**config.mk**
```make
export PLATFORM = sky130hd
export DESIGN_NAME = uart_cmd_parser
export DESIGN_NICKNAME = d
export VERILOG_FILES = /design/src/rtl/uart_cmd_pkg.sv /design/src/rtl/uart_cmd_dec_acc.sv /design/src/rtl/uart_cmd_parser.sv
export SDC_FILE = /design/constraint.sdc
export NUM_CORES = 1
export LEC_CHECK = 0
export ABC_AREA = 0
export BUFFER_PORTS_ARGS = -buffer_cell sky130_fd_sc_hd__buf_2
export CAP_MARGIN = 15
export CORE_AREA = 2 2 458 460
export CTS_BUF_LIST = sky130_fd_sc_hd__clkbuf_4
export DETAILED_ROUTE_END_ITERATION = 16
export DIE_AREA = 0 0 460 462
export PLACE_DENSITY = 0.35
export SKIP_CTS_REPAIR_TIMING = 1
export SYNTH_ARGS = -nofsm -noshare
export SYNTH_HDL_FRONTEND = slang
export SYNTH_HIERARCHICAL = 1
export SYNTH_SLANG_ARGS = --single-unit
```
**constraint.sdc**
```tcl
create_clock -name sys_clk -period 5.28 [get_ports sys_clk]
set_input_delay 0.528 -clock sys_clk [delete_from_list [all_inputs] [get_ports sys_clk]]
set_output_delay 0.528 -clock sys_clk [all_outputs]
set_load 0.01 [all_outputs]
```
**src/rtl/uart_cmd_pkg.sv**
```systemverilog
// Shared encodings and constants for the UART KEY=DECIMAL command parser.
package uart_cmd_pkg;

    localparam int MAX_KEY_CHARS_DEF = 4;
    localparam int MAX_DIGITS_DEF    = 10;

    // Longest accepted command: full key, '=', full digit field.
    function automatic int cmd_len(input int key_chars, input int digits);
        return key_chars + 1 + digits;
    endfunction

    localparam int MAX_CMD_LEN_DEF = cmd_len(MAX_KEY_CHARS_DEF, MAX_DIGITS_DEF);

    typedef enum logic [3:0] {
        S_IDLE   = 4'b0001,
        S_KEY    = 4'b0010,
        S_VALUE  = 4'b0100,
        S_FINISH = 4'b1000
    } state_t;

    localparam logic [1:0] ERR_FMT = 2'd1;
    localparam logic [1:0] ERR_LEN = 2'd2;
    localparam logic [1:0] ERR_OVF = 2'd3;

    localparam logic [7:0] ASC_EQ = 8'h3D;
    localparam logic [7:0] ASC_0  = 8'h30;
    localparam logic [7:0] ASC_9  = 8'h39;
    localparam logic [7:0] ASC_A  = 8'h41;
    localparam logic [7:0] ASC_Z  = 8'h5A;

endpackage

```
**src/rtl/uart_cmd_dec_acc.sv**
```systemverilog
// Registered decimal accumulator: acc = acc*10 + digit, with a sticky overflow flag.
module uart_cmd_dec_acc (
    input  logic        sys_clk,
    input  logic        sys_rst,
    input  logic        clr,
    input  logic        dig_en,
    input  logic [3:0]  digit,
    output logic [31:0] acc,
    output logic        ovf,
    output logic        ovf_nxt
);

    logic [35:0] acc_x;
    logic [35:0] acc_nxt;

    assign acc_x   = {4'b0, acc};
    assign acc_nxt = (acc_x << 3) + (acc_x << 1) + {32'b0, digit};
    // Flagged in the same cycle as the digit so the parser can reject it immediately.
    assign ovf_nxt = dig_en && (acc_nxt[35:32] != 4'b0);

    always_ff @(posedge sys_clk) begin
        if (sys_rst || clr) begin
            acc <= '0;
            ovf <= 1'b0;
        end else if (dig_en) begin
            if (ovf_nxt) ovf <= 1'b1;
            else         acc <= acc_nxt[31:0];
        end
    end

endmodule

```
**src/rtl/uart_cmd_parser.sv**
```systemverilog
// Parses one "KEY=DECIMAL" payload from the UART string receiver, one byte per clock.
module uart_cmd_parser
    import uart_cmd_pkg::*;
#(
    parameter int MAX_KEY_CHARS = MAX_KEY_CHARS_DEF,
    parameter int MAX_DIGITS    = MAX_DIGITS_DEF
) (
    input  logic                       sys_clk,
    input  logic                       sys_rst,
    input  logic [1095:0]              rx_string,
    input  logic [7:0]                 rx_length,
    input  logic                       rx_done,
    output logic [8*MAX_KEY_CHARS-1:0] cmd_key,
    output logic [31:0]                cmd_value,
    output logic                       cmd_vld,
    output logic                       cmd_err,
    output logic [1:0]                 cmd_err_code,
    output logic                       busy,
    output logic                       cmd_drop
);

    localparam int MAX_CMD_LEN = cmd_len(MAX_KEY_CHARS, MAX_DIGITS);
    localparam int KW          = 8 * MAX_KEY_CHARS;
    localparam int IDXW        = $clog2(MAX_CMD_LEN + 1);
    localparam int KCW         = $clog2(MAX_KEY_CHARS + 1);
    localparam int DCW         = $clog2(MAX_DIGITS + 1);

    localparam logic [7:0]      LEN_LIM = 8'(MAX_CMD_LEN);
    localparam logic [IDXW-1:0] IDX_LIM = IDXW'(MAX_CMD_LEN);
    localparam logic [KCW-1:0]  KEY_LIM = KCW'(MAX_KEY_CHARS);
    localparam logic [DCW-1:0]  DIG_LIM = DCW'(MAX_DIGITS);

    state_t                           state;
    logic [MAX_CMD_LEN-1:0][7:0]      str_sh;
    logic [7:0]                       len_sh;
    logic [IDXW-1:0]                  idx;
    logic [KW-1:0]                    key;
    logic [KCW-1:0]                   key_cnt;
    logic [DCW-1:0]                   dig_cnt;

    logic [7:0]  cur;
    logic        at_end, is_last, is_alpha, is_digit;
    logic        acc_clr, dig_en;
    logic [31:0] acc;
    logic        acc_ovf, acc_ovf_nxt;
    logic        err_hit;
    logic [1:0]  err_c;
    logic        unused_rx;

    assign unused_rx = ^rx_string[1095:8*MAX_CMD_LEN];

    assign cur      = (idx < IDX_LIM) ? str_sh[idx] : 8'h00;
    assign at_end   = (len_sh == 8'(idx));
    assign is_last  = (len_sh == 8'(idx) + 8'd1);
    assign is_alpha = (cur >= ASC_A) && (cur <= ASC_Z);
    assign is_digit = (cur >= ASC_0) && (cur <= ASC_9);
    assign busy     = (state != S_IDLE);

    assign acc_clr = (state == S_IDLE) && rx_done;
    assign dig_en  = (state == S_VALUE) && !at_end && is_digit && (dig_cnt < DIG_LIM);

    uart_cmd_dec_acc u_acc (
        .sys_clk (sys_clk),
        .sys_rst (sys_rst),
        .clr     (acc_clr),
        .dig_en  (dig_en),
        .digit   (cur[3:0]),
        .acc     (acc),
        .ovf     (acc_ovf),
        .ovf_nxt (acc_ovf_nxt)
    );

    // Rejection decision for the byte under examination; length checks win at idx 0.
    always_comb begin
        err_hit = 1'b0;
        err_c   = ERR_FMT;
        case (state)
            S_KEY: begin
                if (idx == '0 && len_sh == 8'd0) begin
                    err_hit = 1'b1;
                end else if (idx == '0 && len_sh > LEN_LIM) begin
                    err_hit = 1'b1;
                    err_c   = ERR_LEN;
                end else if (at_end) begin
                    err_hit = 1'b1;
                end else if (!(is_alpha && key_cnt < KEY_LIM) &&
                             !(cur == ASC_EQ && key_cnt != '0)) begin
                    err_hit = 1'b1;
                end
            end
            S_VALUE: begin
                if (at_end) begin
                    err_hit = (dig_cnt == '0);
                end else if (!dig_en) begin
                    err_hit = 1'b1;
                end else if (acc_ovf_nxt || acc_ovf) begin
                    err_hit = 1'b1;
                    err_c   = ERR_OVF;
                end
            end
            default: ;
        endcase
    end

    always_ff @(posedge sys_clk) begin
        cmd_vld      <= 1'b0;
        cmd_err      <= 1'b0;
        cmd_err_code <= 2'd0;
        cmd_drop     <= 1'b0;
        if (sys_rst) begin
            state     <= S_IDLE;
            str_sh    <= '0;
            len_sh    <= '0;
            idx       <= '0;
            key       <= '0;
            key_cnt   <= '0;
            dig_cnt   <= '0;
            cmd_key   <= '0;
            cmd_value <= '0;
        end else begin
            if (rx_done && state != S_IDLE) cmd_drop <= 1'b1;
            if (err_hit) begin
                cmd_err      <= 1'b1;
                cmd_err_code <= err_c;
                state        <= S_IDLE;
            end else begin
                case (state)
                    S_IDLE: if (rx_done) begin
                        str_sh  <= rx_string[8*MAX_CMD_LEN-1:0];
                        len_sh  <= rx_length;
                        idx     <= '0;
                        key     <= '0;
                        key_cnt <= '0;
                        dig_cnt <= '0;
                        state   <= S_KEY;
                    end
                    S_KEY: begin
                        idx <= idx + IDXW'(1);
                        if (is_alpha) begin
                            key     <= {key[KW-9:0], cur};
                            key_cnt <= key_cnt + KCW'(1);
                        end else begin
                            state <= S_VALUE;
                        end
                    end
                    S_VALUE: begin
                        // A digit as the final byte completes the command this cycle.
                        if (at_end) begin
                            state <= S_FINISH;
                        end else begin
                            idx     <= idx + IDXW'(1);
                            dig_cnt <= dig_cnt + DCW'(1);
                            if (is_last) state <= S_FINISH;
                        end
                    end
                    S_FINISH: begin
                        cmd_key   <= key;
                        cmd_value <= acc;
                        cmd_vld   <= 1'b1;
                        state     <= S_IDLE;
                    end
                    default: state <= S_IDLE;
                endcase
            end
        end
    end

endmodule

```
==> results.toml <==
[setup_path]
rrSetupSlack_ps = -110
cp.required_ps = 6060
cp.arrival_ps = 6170
cp-start-kind = "flop"
r2r-end = "key[15]"
crit_type = "reg -> reg"
reg2reg_depth = 25
end_kind = "flop"
r2r_start = "idx[1]"
crit_fanout = 8

[run]
maxCapViolations = 0

[yosys]
yosysSeqAreaShare_pct = 39.0
synthFlopType = "dfxtp_1"
synth_area_um2 = 14200
yosys-top-cells-area = "dfxtp_1 (39%), nand2_1 (13%), a21oi_1 (8.7%)"
synthDistinctLibCells = 89
netlist_instances = 1757
synth_edf_count = 0
ys_warn_count = 6
synthArstFlopShare_pct = 0
yosys.area.top_type_share_pct = 39.0
synth_fp_nets = 2935
syn_avg_cell_area_um2 = 8.09
synth_top_cell_by_area = "dfxtp_1"
ys_seq_elements = 277

[drt]
antenna_left = 0
drt-pass1-iter-count = 5
viasPerCell = 2.84
vias = 14062
finalWirelength_mm = 67.1
drt_iter0_drc = 541
wl_per_cell_um = 13.5
drc_errors = 0

[finish]
multi_input_area_um2 = 8320
instances_no_fill = 4955
nets = 3349
final_cell_area_um2 = 21800
fillerInstances = 24258
drive_gt1_share_pct = 24.6
area_growth_pct = 53.6
seqCellArea_um2 = 5550

[floorplan]
die_w_um = 460
rows = 168
die_y_um = 462
coreArea_um2 = 208000
dieArea_um2 = 213000
ios = 1177
start_util_pct = 6.83

[sta]
fin_crit_sh_pct = 102
hold_viol_final = 0
rsz0062_at_grt = "true"
setup-violations-final = 26
clock_skew_ps = 57.8
clock.fmax_ghz = 0.186
slew_violations = 0
fin_hold_ws_ps = 56.8
layout_setup_ws_ps = -107
worst_slew_pin_slew_ps = 1020
min_period_ps = 5390
max_slew_margin_pct = 32.3

[worst_hold_path]
min_path_cells = 3
min_from = "rx_string[34]"
hold_end = "str_sh[34]"
min_path_type = "in -> reg"

[power_and_ir_drop]
peakVddDrop_mv = 0.102
internal-power_mw = 3.57
p_sw_mw = 1.41
comb_power_share_pct = 11.5
p_seq_share_pct = 44.3
swShare_pct = 28.4
clkPwrFrac_pct = 44.2
power_density_nw_per_um2 = 228
power_leakage_nw = 8.02
finalPower_mw = 4.98

[grt]
grt_overflow = 0
grt_use_total_pct = 6.08
grt_pass1_vias = 13507
grt_max_degree = 132
grt_pass1_wl_mm = 94.1
antenna_found_initial = 15

[clocking]
cts.sinks = 277
clkTransAtPathRegs_ps = 60
cts_buffer_depth = 3
cts_max_level = 3
cts_buffers = 85
clk_latency_ps = 910
clock-root-buffer = "clkbuf_4"
cts_tree = "built"

[place]
port_buffers = 200
place.gp.congestion = 0.744
placed_area_um2 = 18900
post-place-cells = 4659
hpwl_mm = 51.0

[status]
violations = "setup timing"
outcome = "finished, violations left"
-- flip-flops by register name (all words and copies together), names as in the netlist --
register / count
str_sh: 120
idx: 4
len_sh: 8
u_acc/ovf: 1
dig_cnt: 4
cmd_err_code: 2
cmd_drop: 1
cmd_err: 1
u_acc/acc: 32
cmd_key: 32
cmd_vld: 1
key_cnt: 3
key: 32
state: 4
cmd_value: 32
-- layout by cell type (no fill, tap or decap), types with 9 or more instances in the layout --
cell and count:
a21oi_1 241, dfxtp_1 273, o21ai_2 10, nand2_1 486, nand4_1 13, a31oi_1 13
nor2_1 45, buf_2 199, o21ai_0 39, nand2b_1 28, o21ai_1 9, nor2b_1 16
inv_1 19, dlygate4sd3_1 127, clkbuf_4 117, or3_1 10, ha_1 68, buf_4 95
nand3_1 26, or4_1 9, nor3_1 13, xor2_1 9, clkinv_1 18, o21a_1 12
mux2i_1 73, mux4_2 11, xnor2_1 11, buf_6 12, a21o_1 13
-- critical path, stage by stage, from the launching register on --
cell and delay (ps):
dfxtp_4 370, buf_12 140, mux2i_2 280, o22ai_2 180, a31o_2 280, a21oi_2 220, inv_1 100, inv_1 110
fa_1 470, inv_1 80, ha_1 220, and3_1 220, o21ai_2 190, a21oi_2 120, a311oi_4 330, a211oi_2 140
o31ai_2 220, buf_4 170, a21oi_4 80, nor3_4 150, a211oi_2 80, a221o_2 400, buf_6 150, nor2_4 90
buf_6 160, mux2_4 300
-- metal layers --
| metal | GRT usage (%) | wire (um) |
|---|---|---|
| met1 | 7.26 | 29400 |
| met2 | 10.4 | 32600 |
| met3 | 1.88 | 3330 |
| met4 | 1.81 | 1760 |
| met5 | 0 | 54 |
-- stage by stage --
step	TNS (ps)	setup slack (ps)	utilization (%)
after floorplan	0	27.8	-
after global placement	-42980	-1010	9.10
after detailed placement	-42390	-996	9.10
after CTS	-44320	-1040	9.61
after global routing	-11880	-345	10.5
final	-1100	-107	10.5
-- layout make-up --
type                       count  area share [%]
clock inverter                26           0.843
tap                         2720            15.6
timing repair buffer         446            15.4
antenna                        8          0.0918
inverter                      23           0.407
multi-input combinational   1338            38.1
clock buffer                 117            4.03
sequential                   277            25.5
-- worst max-delay path by stage --
stage | start | endpoint | slack (ps) | depth (start not counted)
2_1_floorplan | idx[1] | key[30] | 30 | 25
3_3_place_gp | idx[0] | idx[2] | -1010 | 25
3_5_place_dp | idx[0] | key[8] | -1000 | 25
4_1_cts | idx[0] | key[8] | -1040 | 25
5_1_grt | idx[1] | key[15] | -350 | 25
6_report | idx[1] | key[15] | -110 | 25
-- power by group through the flow --
| stage | logic (mW) | clock network [mW] | registers [mW] |
|---|---|---|---|
| floorplan | 0.260 | 0 | 2.23 |
| global placement | 0.474 | 0 | 2.25 |
| detailed placement | 0.474 | 0 | 2.25 |
| CTS | 0.476 | 2.33 | 2.21 |
| global route | 0.633 | 2.44 | 2.21 |
| finish | 0.571 | 2.20 | 2.21 |
-- cell families after synthesis --
logic type                 share of synthesized area (%)
and+or+nand+nor                                     22.3
AOI/OAI and AO/OA                                   18.6
DFF                                                 39.0
buffers and inverters                               4.66
muxes                                               7.80
adders and majority gates                           6.36
xor gates and xnor gates                            1.23
-- synth_stat cells, types with 10 or more instances --
master,n
a31oi_1,13
buf_2,14
nor3_1,14
o21ai_0,55
o21a_1,12
a21oi_1,248
nand3_1,26
nand2_1,488
or3_1,10
or4_1,12
mux2i_1,77
nand4_1,13
clkbuf_1,92
nor2_1,47
xnor2_1,11
mux4_2,11
nand2b_1,30
ha_1,69
nor2b_1,17
dfxtp_1,277
inv_1,20
a21o_1,13
Power figures use the tool's default switching activity.
